<file path="src/rtl/fp_div_seq.sv">
// Sequential IEEE-754 single-precision divider (radix-2 restoring, one quotient bit per cycle).
// Subnormals flush to zero; result and flags are held until the next completion.
module fp_div_seq #(
  parameter int unsigned QBITS = 28
) (
  input  logic        clk,
  input  logic        rst,
  input  logic        start,
  input  logic [31:0] fp_X,
  input  logic [31:0] fp_Y,
  input  logic [2:0]  r_mode,
  output logic [31:0] fp_Z,
  output logic        ovrf,
  output logic        udrf,
  output logic        busy,
  output logic        done
);

  localparam int unsigned CntW = $clog2(QBITS);

  typedef enum logic [1:0] {StIdle, StSpecial, StDiv, StRound} state_e;

  function automatic logic f_is_zero(input logic [31:0] v);
    return v[30:23] == 8'd0;
  endfunction

  function automatic logic f_is_inf(input logic [31:0] v);
    return (v[30:23] == 8'hFF) && (v[22:0] == 23'd0);
  endfunction

  function automatic logic f_is_nan(input logic [31:0] v);
    return (v[30:23] == 8'hFF) && (v[22:0] != 23'd0);
  endfunction

  state_e            r_state, w_state_nxt;
  logic [31:0]       r_x, w_x_nxt;
  logic [31:0]       r_y, w_y_nxt;
  logic [2:0]        r_rmode, w_rmode_nxt;
  logic [24:0]       r_rem, w_rem_nxt;
  logic [QBITS-1:0]  r_quo, w_quo_nxt;
  logic [CntW-1:0]   r_cnt, w_cnt_nxt;
  logic [31:0]       r_z, w_z_nxt;
  logic              r_ovrf, w_ovrf_nxt;
  logic              r_udrf, w_udrf_nxt;
  logic              r_busy, w_busy_nxt;
  logic              r_done, w_done_nxt;

  // Classification of the incoming operands decides the branch taken at acceptance.
  logic w_in_special;
  assign w_in_special = f_is_zero(fp_X) | f_is_inf(fp_X) | f_is_nan(fp_X) |
                        f_is_zero(fp_Y) | f_is_inf(fp_Y) | f_is_nan(fp_Y);

  logic w_sign;
  assign w_sign = r_x[31] ^ r_y[31];

  // Special-case result from the latched operands; first match wins.
  logic [31:0] w_sp_z;
  logic        w_sp_ovrf;
  always_comb begin
    w_sp_z    = {w_sign, 31'd0};
    w_sp_ovrf = 1'b0;
    if (f_is_nan(r_x) || f_is_nan(r_y) || (f_is_zero(r_x) && f_is_zero(r_y)) ||
        (f_is_inf(r_x) && f_is_inf(r_y))) begin
      w_sp_z = 32'h7FC0_0000;
    end else if (f_is_zero(r_y) && !f_is_inf(r_x)) begin
      w_sp_z    = {w_sign, 31'h7F80_0000};
      w_sp_ovrf = 1'b1;
    end else if (f_is_inf(r_x)) begin
      w_sp_z = {w_sign, 31'h7F80_0000};
    end
  end

  // One restoring-division step.
  logic [24:0] w_my;
  logic        w_ge;
  logic [24:0] w_rem_sub;
  assign w_my      = {2'b01, r_y[22:0]};
  assign w_ge      = r_rem >= w_my;
  assign w_rem_sub = w_ge ? (r_rem - w_my) : r_rem;

  // Normalization: w_norm holds the 23 fraction bits, guard and a 2-bit round/sticky field.
  logic              w_sticky;
  logic [25:0]       w_norm;
  logic signed [9:0] w_exp_base, w_exp_n, w_exp_f;
  logic              w_g, w_st, w_inc;
  logic [23:0]       w_frac_sum;
  logic [31:0]       w_rnd_z;
  logic              w_rnd_ovrf, w_rnd_udrf;

  assign w_sticky   = |r_rem;
  assign w_exp_base = $signed({2'b00, r_x[30:23]}) - $signed({2'b00, r_y[30:23]}) + 10'sd127;

  always_comb begin
    if (r_quo[QBITS-1]) begin
      w_norm  = {r_quo[QBITS-2:2], |{r_quo[1:0], w_sticky}};
      w_exp_n = w_exp_base;
    end else begin
      w_norm  = {r_quo[QBITS-3:1], |{r_quo[0], w_sticky}};
      w_exp_n = w_exp_base - 10'sd1;
    end
  end

  assign w_g  = w_norm[2];
  assign w_st = |w_norm[1:0];

  always_comb begin
    unique case (r_rmode)
      3'b001:  w_inc = 1'b0;
      3'b010:  w_inc = w_sign & (w_g | w_st);
      3'b011:  w_inc = !w_sign & (w_g | w_st);
      3'b100:  w_inc = w_g;
      default: w_inc = w_g & (w_st | w_norm[3]);
    endcase
  end

  // The hidden bit is always 1, so a carry out of the fraction is the mantissa carry;
  // the wrapped fraction is then already zero.
  assign w_frac_sum = {1'b0, w_norm[25:3]} + {23'd0, w_inc};
  assign w_exp_f    = w_exp_n + $signed({9'd0, w_frac_sum[23]});

  always_comb begin
    w_rnd_z    = {w_sign, w_exp_f[7:0], w_frac_sum[22:0]};
    w_rnd_ovrf = 1'b0;
    w_rnd_udrf = 1'b0;
    if (w_exp_f >= 10'sd255) begin
      w_rnd_z    = {w_sign, 31'h7F80_0000};
      w_rnd_ovrf = 1'b1;
    end else if (w_exp_f <= 10'sd0) begin
      w_rnd_z    = {w_sign, 31'd0};
      w_rnd_udrf = 1'b1;
    end
  end

  always_comb begin
    w_state_nxt = r_state;
    w_x_nxt     = r_x;
    w_y_nxt     = r_y;
    w_rmode_nxt = r_rmode;
    w_rem_nxt   = r_rem;
    w_quo_nxt   = r_quo;
    w_cnt_nxt   = r_cnt;
    w_z_nxt     = r_z;
    w_ovrf_nxt  = r_ovrf;
    w_udrf_nxt  = r_udrf;
    w_busy_nxt  = r_busy;
    w_done_nxt  = 1'b0;
    unique case (r_state)
      StIdle: begin
        if (start) begin
          w_x_nxt     = fp_X;
          w_y_nxt     = fp_Y;
          w_rmode_nxt = r_mode;
          w_busy_nxt  = 1'b1;
          if (w_in_special) begin
            w_state_nxt = StSpecial;
          end else begin
            w_state_nxt = StDiv;
            w_cnt_nxt   = '0;
            w_quo_nxt   = '0;
            w_rem_nxt   = {2'b01, fp_X[22:0]};
          end
        end
      end
      StSpecial: begin
        w_z_nxt     = w_sp_z;
        w_ovrf_nxt  = w_sp_ovrf;
        w_udrf_nxt  = 1'b0;
        w_busy_nxt  = 1'b0;
        w_done_nxt  = 1'b1;
        w_state_nxt = StIdle;
      end
      StDiv: begin
        w_rem_nxt = w_rem_sub << 1;
        w_quo_nxt = {r_quo[QBITS-2:0], w_ge};
        w_cnt_nxt = r_cnt + 1'b1;
        if (r_cnt == CntW'(QBITS - 1)) begin
          w_state_nxt = StRound;
        end
      end
      StRound: begin
        w_z_nxt     = w_rnd_z;
        w_ovrf_nxt  = w_rnd_ovrf;
        w_udrf_nxt  = w_rnd_udrf;
        w_busy_nxt  = 1'b0;
        w_done_nxt  = 1'b1;
        w_state_nxt = StIdle;
      end
      default: w_state_nxt = StIdle;
    endcase
  end

  always_ff @(posedge clk or posedge rst) begin
    if (rst) begin
      r_state <= StIdle;
      r_x     <= '0;
      r_y     <= '0;
      r_rmode <= '0;
      r_rem   <= '0;
      r_quo   <= '0;
      r_cnt   <= '0;
      r_z     <= '0;
      r_ovrf  <= 1'b0;
      r_udrf  <= 1'b0;
      r_busy  <= 1'b0;
      r_done  <= 1'b0;
    end else begin
      r_state <= w_state_nxt;
      r_x     <= w_x_nxt;
      r_y     <= w_y_nxt;
      r_rmode <= w_rmode_nxt;
      r_rem   <= w_rem_nxt;
      r_quo   <= w_quo_nxt;
      r_cnt   <= w_cnt_nxt;
      r_z     <= w_z_nxt;
      r_ovrf  <= w_ovrf_nxt;
      r_udrf  <= w_udrf_nxt;
      r_busy  <= w_busy_nxt;
      r_done  <= w_done_nxt;
    end
  end

  assign fp_Z = r_z;
  assign ovrf = r_ovrf;
  assign udrf = r_udrf;
  assign busy = r_busy;
  assign done = r_done;

endmodule

</file>
<file path="config.mk">
export PLATFORM = sky130hd
export DESIGN_NAME = fp_div_seq
export DESIGN_NICKNAME = d
export VERILOG_FILES = /design/src/rtl/fp_div_seq.sv
export SDC_FILE = /design/constraint.sdc
export NUM_CORES = 1
export LEC_CHECK = 0
export CAP_MARGIN = 5
export CORE_MARGIN = 5
export CORE_UTILIZATION = 43
export DETAILED_ROUTE_END_ITERATION = 10
export GPL_ROUTABILITY_DRIVEN = 0
export HOLD_SLACK_MARGIN = 0.08
export PLACE_DENSITY = 0.7
export SYNTH_ARGS = -nofsm -noshare
export SYNTH_HDL_FRONTEND = slang
export SYNTH_SLANG_ARGS = --single-unit
</file>
<file path="constraint.sdc">
create_clock -name clk -period 11.4 [get_ports clk]
set_input_delay 1.71 -clock clk [delete_from_list [all_inputs] [get_ports clk]]
set_output_delay 1.71 -clock clk [all_outputs]
set_load 0.1 [all_outputs]
</file>
==> results list <==
- Crit-path cells: nor4_1 > nand4_1 > or3_1 > maj3_1 > a32o_1 > o31a_1 > ha_1 > and4_1 > and3_1 > and2_1 > and3b_1 > nand3_1 > or4_1 > nor3b_1 > ha_1 > and3_1 > nand2b_1 > a21o_1 > mux2i_1 > o22ai_2 > xor2_1 > nor2_1 > or4_4 > o32ai_2
* Max Slew Vio Count: 0
* Cell types with the highest counts after synthesis: 163 x sky130_fd_sc_hd__dfrtp_1, 133 x sky130_fd_sc_hd__nand2_1, 86 x sky130_fd_sc_hd__o21ai_0
- The repair_antennas step left the layout with diodes totalling 0.
* Overflow left after global routing: 0
- Number of maximum-capacitance constraint violations: 0
- Worst Path Class, Setup: reg2reg
- Wires add up to 25900 um.
* DRC viols: 0
* Dominant cell type by area after synthesis: sky130_fd_sc_hd__dfrtp_1
- The run finished with clean final reports.
- Dividing the detail-routed wire length by the instance count gives 16.8 um.
- Terminus of the critical flop-to-flop path: fp_Z[18]$_DFFE_PP0N_
* Worst rel slew slack: 32.2%
* Capture point of the worst path: fp_Z[18]$_DFFE_PP0N_
- Fraction of final layout cells sized beyond drive strength 1: 10.7%
- Data required time of the critical path: 11.74 ns
* Count of final setup violators: 0
- Detailed placer's ending HPWL: 19000 um
- After synthesis, the share of flip-flops with an asynchronous set or reset is 100%.
- Final critical-path required period: 6.02 ns
* Final Hold Fails: 0
* Maximum number of pins on one net before global-route repair: 96
- The floorplan has 56 rows.
- In the post-synthesis netlist, the cell with the most instances is sky130_fd_sc_hd__dfrtp_1.
* Clock transition at the register clock pins on the worst setup and hold paths after CTS: 0.07 ns
* Skew final: 0.0175 ns
- Post-route setup slack: 5.38 ns
- At the end of the flow, the number of nets in the layout was 1316.
- TritonCTS built the clock tree.
- Post-CTS repair changed the size of 0 cells.
* Final critical-path share of the clock period: 52.8%
- The floorplan step defined a die boundary enclosing 27200 sq um.
* Share of the synthesized area in the top cell type: 39.5%
- Via count of the first global-routing pass: 8341
* Placement-stage cell area: 11600 sq um
* Die height: 165 um
- R2R depth: 24
- STA classifies the critical path startpoint as a flop.
* IO buf count: 105
* Non-Filler Cell Area, Final: 12100 sq um
* Number of H-tree branching levels: 4
* Crit Path Max Fanout: 23
* Cts hold-fix bufs: 0
- Sequential cells were found to cover 39.5% of the synthesized design area.
- During synthesis, Yosys emitted a total of 0 warnings.
- Mean post-synth cell area: 9.12 sq um
- In this run, synthesis produced a sequential element count of 163.
- Worst reg2reg startpoint: r_rem[4]$_DFFE_PP0P_
- Yosys mapped the design onto 85 distinct sky130hd cell types.
- In this design, the stage delay of the slowest critical-path cell is 0.74 ns.
- Cell Area, Synth: 10300 sq um
* Utilization after layout: 51.6%
* Wire length of the first global-routing pass: 43300 um
- The critical path crosses 24 cells after its start point.
- CTS placed an instance of sky130_fd_sc_hd__clkbuf_16 at the clock tree root.
- The number of antenna violations at the first check in global routing is 0.
* Total global-route track usage: 19.8%
- Synthesis produced 1131 cells.
- Actual transition at the worst max-transition pin: 1.01 ns
* Startpoint of the worst setup timing path: r_rem[4]$_DFFE_PP0P_
- No sink is reached through more buffers than the 2 on the longest clock path.
- Number of clock sinks seen by CTS: 163
- Ratio of routed vias to standard cells: 5.53
- After the first detailed-routing iteration, the DRC count stood at 541.
- Postcts setup bufs: 0
- For the final routed database, the setup TNS stands at 0 ns.
- Worst skew pair latency: 0.44 ns
- The die is 165 um wide.
- Routed via count: 8506
* Predominant post-synthesis flop cell: sky130_fd_sc_hd__dfrtp_1
* Cell family with the largest share of critical-path delay: simple AND/OR/NAND/NOR gates
* Class of the most critical hold timing path: reg2reg
* R2r setup slk: 5.38 ns
- From synthesis to final layout, the design area changed by 17.7%.
- CTS Buf Count: 17
- On the critical path, the stage with the largest delay is an instance of sky130_fd_sc_hd__or4_4.
- WP buf/inv: 0
- Most area-consuming cells after synthesis: sky130_fd_sc_hd__dfrtp_1 40%, sky130_fd_sc_hd__nand2_1 4.8%, sky130_fd_sc_hd__ha_1 4.6%
- Synthesized Nets: 1241
- For the worst setup path, the data arrival time is 6.35 ns.
- Highest clock rate: 166 MHz
* Number of top-level pins: 106
* Placeable core region: 23500 sq um
- Post-DRT Antenna Nets: 0
* Crit path capture type: flop
* Initial Utilization: 43.8%
- After filler insertion, the fill cell instance count of the layout stands at 2200.
* Number of enable flip-flop cells after synthesis: 0
- Setup repair after global routing left no endpoint under its margin.
* Post-Place Setup Slack: 5.45 ns
- Drt pass-1 iters: 5
[area by class of cell]
type                    instances  area, sq um  share of cell area, %
clock inverters                13          104                  0.855
multi-input cells             832         5700                   46.9
well taps                     319          399                   3.29
inverters                      78          298                   2.45
flip-flops and latches        163         4080                   33.6
clock buffers                  19          443                   3.65
repair buffers                114         1120                   9.21
[registers in the layout (all words and copies together) (netlist names)]
| register | count |
|---|---|
| ovrf | 1 |
| r_x | 32 |
| udrf | 1 |
| r_rem | 25 |
| r_quo | 28 |
| fp_Z | 32 |
| r_cnt | 5 |
| r_y | 32 |
| r_state | 2 |
| done | 1 |
| r_rmode | 3 |
| busy | 1 |
[stage by stage]
| step | hold WS (ns) | cells |
|---|---|---|
| 6_report | 0.493 | 1538 |
| 5_1_grt | 0.515 | 1538 |
| 4_1_cts | 0.498 | 1538 |
| 3_5_place_dp | 0.476 | 1506 |
| 3_3_place_gp | 0.482 | 1506 |
| 2_1_floorplan | 0.472 | 1131 |
[cell usage in the layout (no fill, tap or decap), drive strengths merged, types with 28 or more instances in the layout]
cell type | synthesis | routed
dfrtp | 163 | 163
nand2 | 133 | 133
clkdlybuf4s50 | 0 | 105
o21ai | 90 | 90
nor2 | 81 | 81
inv | 77 | 80
a21oi | 57 | 57
nor2b | 39 | 39
mux2 | 38 | 38
ha | 38 | 38
xnor2 | 31 | 31
a211oi | 30 | 30
mux2i | 28 | 28
[cells by family (layout without fill, tap and decap cells)]
family	Yosys count	in the layout	share of synthesized area (%)
AND/OR/NAND/NOR	385	385	18.3
AO/OA/AOI/OAI	289	289	19.9
flip-flops	163	163	39.5
buffers and inverters	136	224	5.36
multiplexers	66	66	6.87
XOR/XNOR	51	51	4.95
adder cells (fa/ha/maj)	41	41	5.10
[metal layers]
metal / part of all wire [%] / track usage, % / up-vias / wire length, um
li1: - / - / 4198 / -
met1: 47 / 27.9 / 4080 / 12200
met2: 46 / 31.2 / 192 / 11800
met3: 5.2 / 3.97 / 36 / 1350
met4: 2.0 / 5.44 / 0 / 528
met5: 0 / 0 / - / 0
[how the worst min path moves through the flow]
stage | start | end | slack [ns] | depth (start not counted)
after floorplan | r_quo[1]$_DFFE_PP0P_ | r_quo[2]$_DFFE_PP0P_ | 0.47 | 2
after global placement | udrf$_DFFE_PP0N_ | udrf$_DFFE_PP0N_ | 0.48 | 1
after detailed placement | fp_Z[2]$_DFFE_PP0N_ | fp_Z[2]$_DFFE_PP0N_ | 0.48 | 1
after CTS | fp_Z[2]$_DFFE_PP0N_ | fp_Z[2]$_DFFE_PP0N_ | 0.50 | 1
after global routing | fp_Z[1]$_DFFE_PP0N_ | fp_Z[1]$_DFFE_PP0N_ | 0.52 | 1
final | fp_Z[2]$_DFFE_PP0N_ | fp_Z[2]$_DFFE_PP0N_ | 0.49 | 1
Power is left out: the tool's default activity adds up to more than one toggle a clock period on the data nets, which glitch-free logic cannot reach.
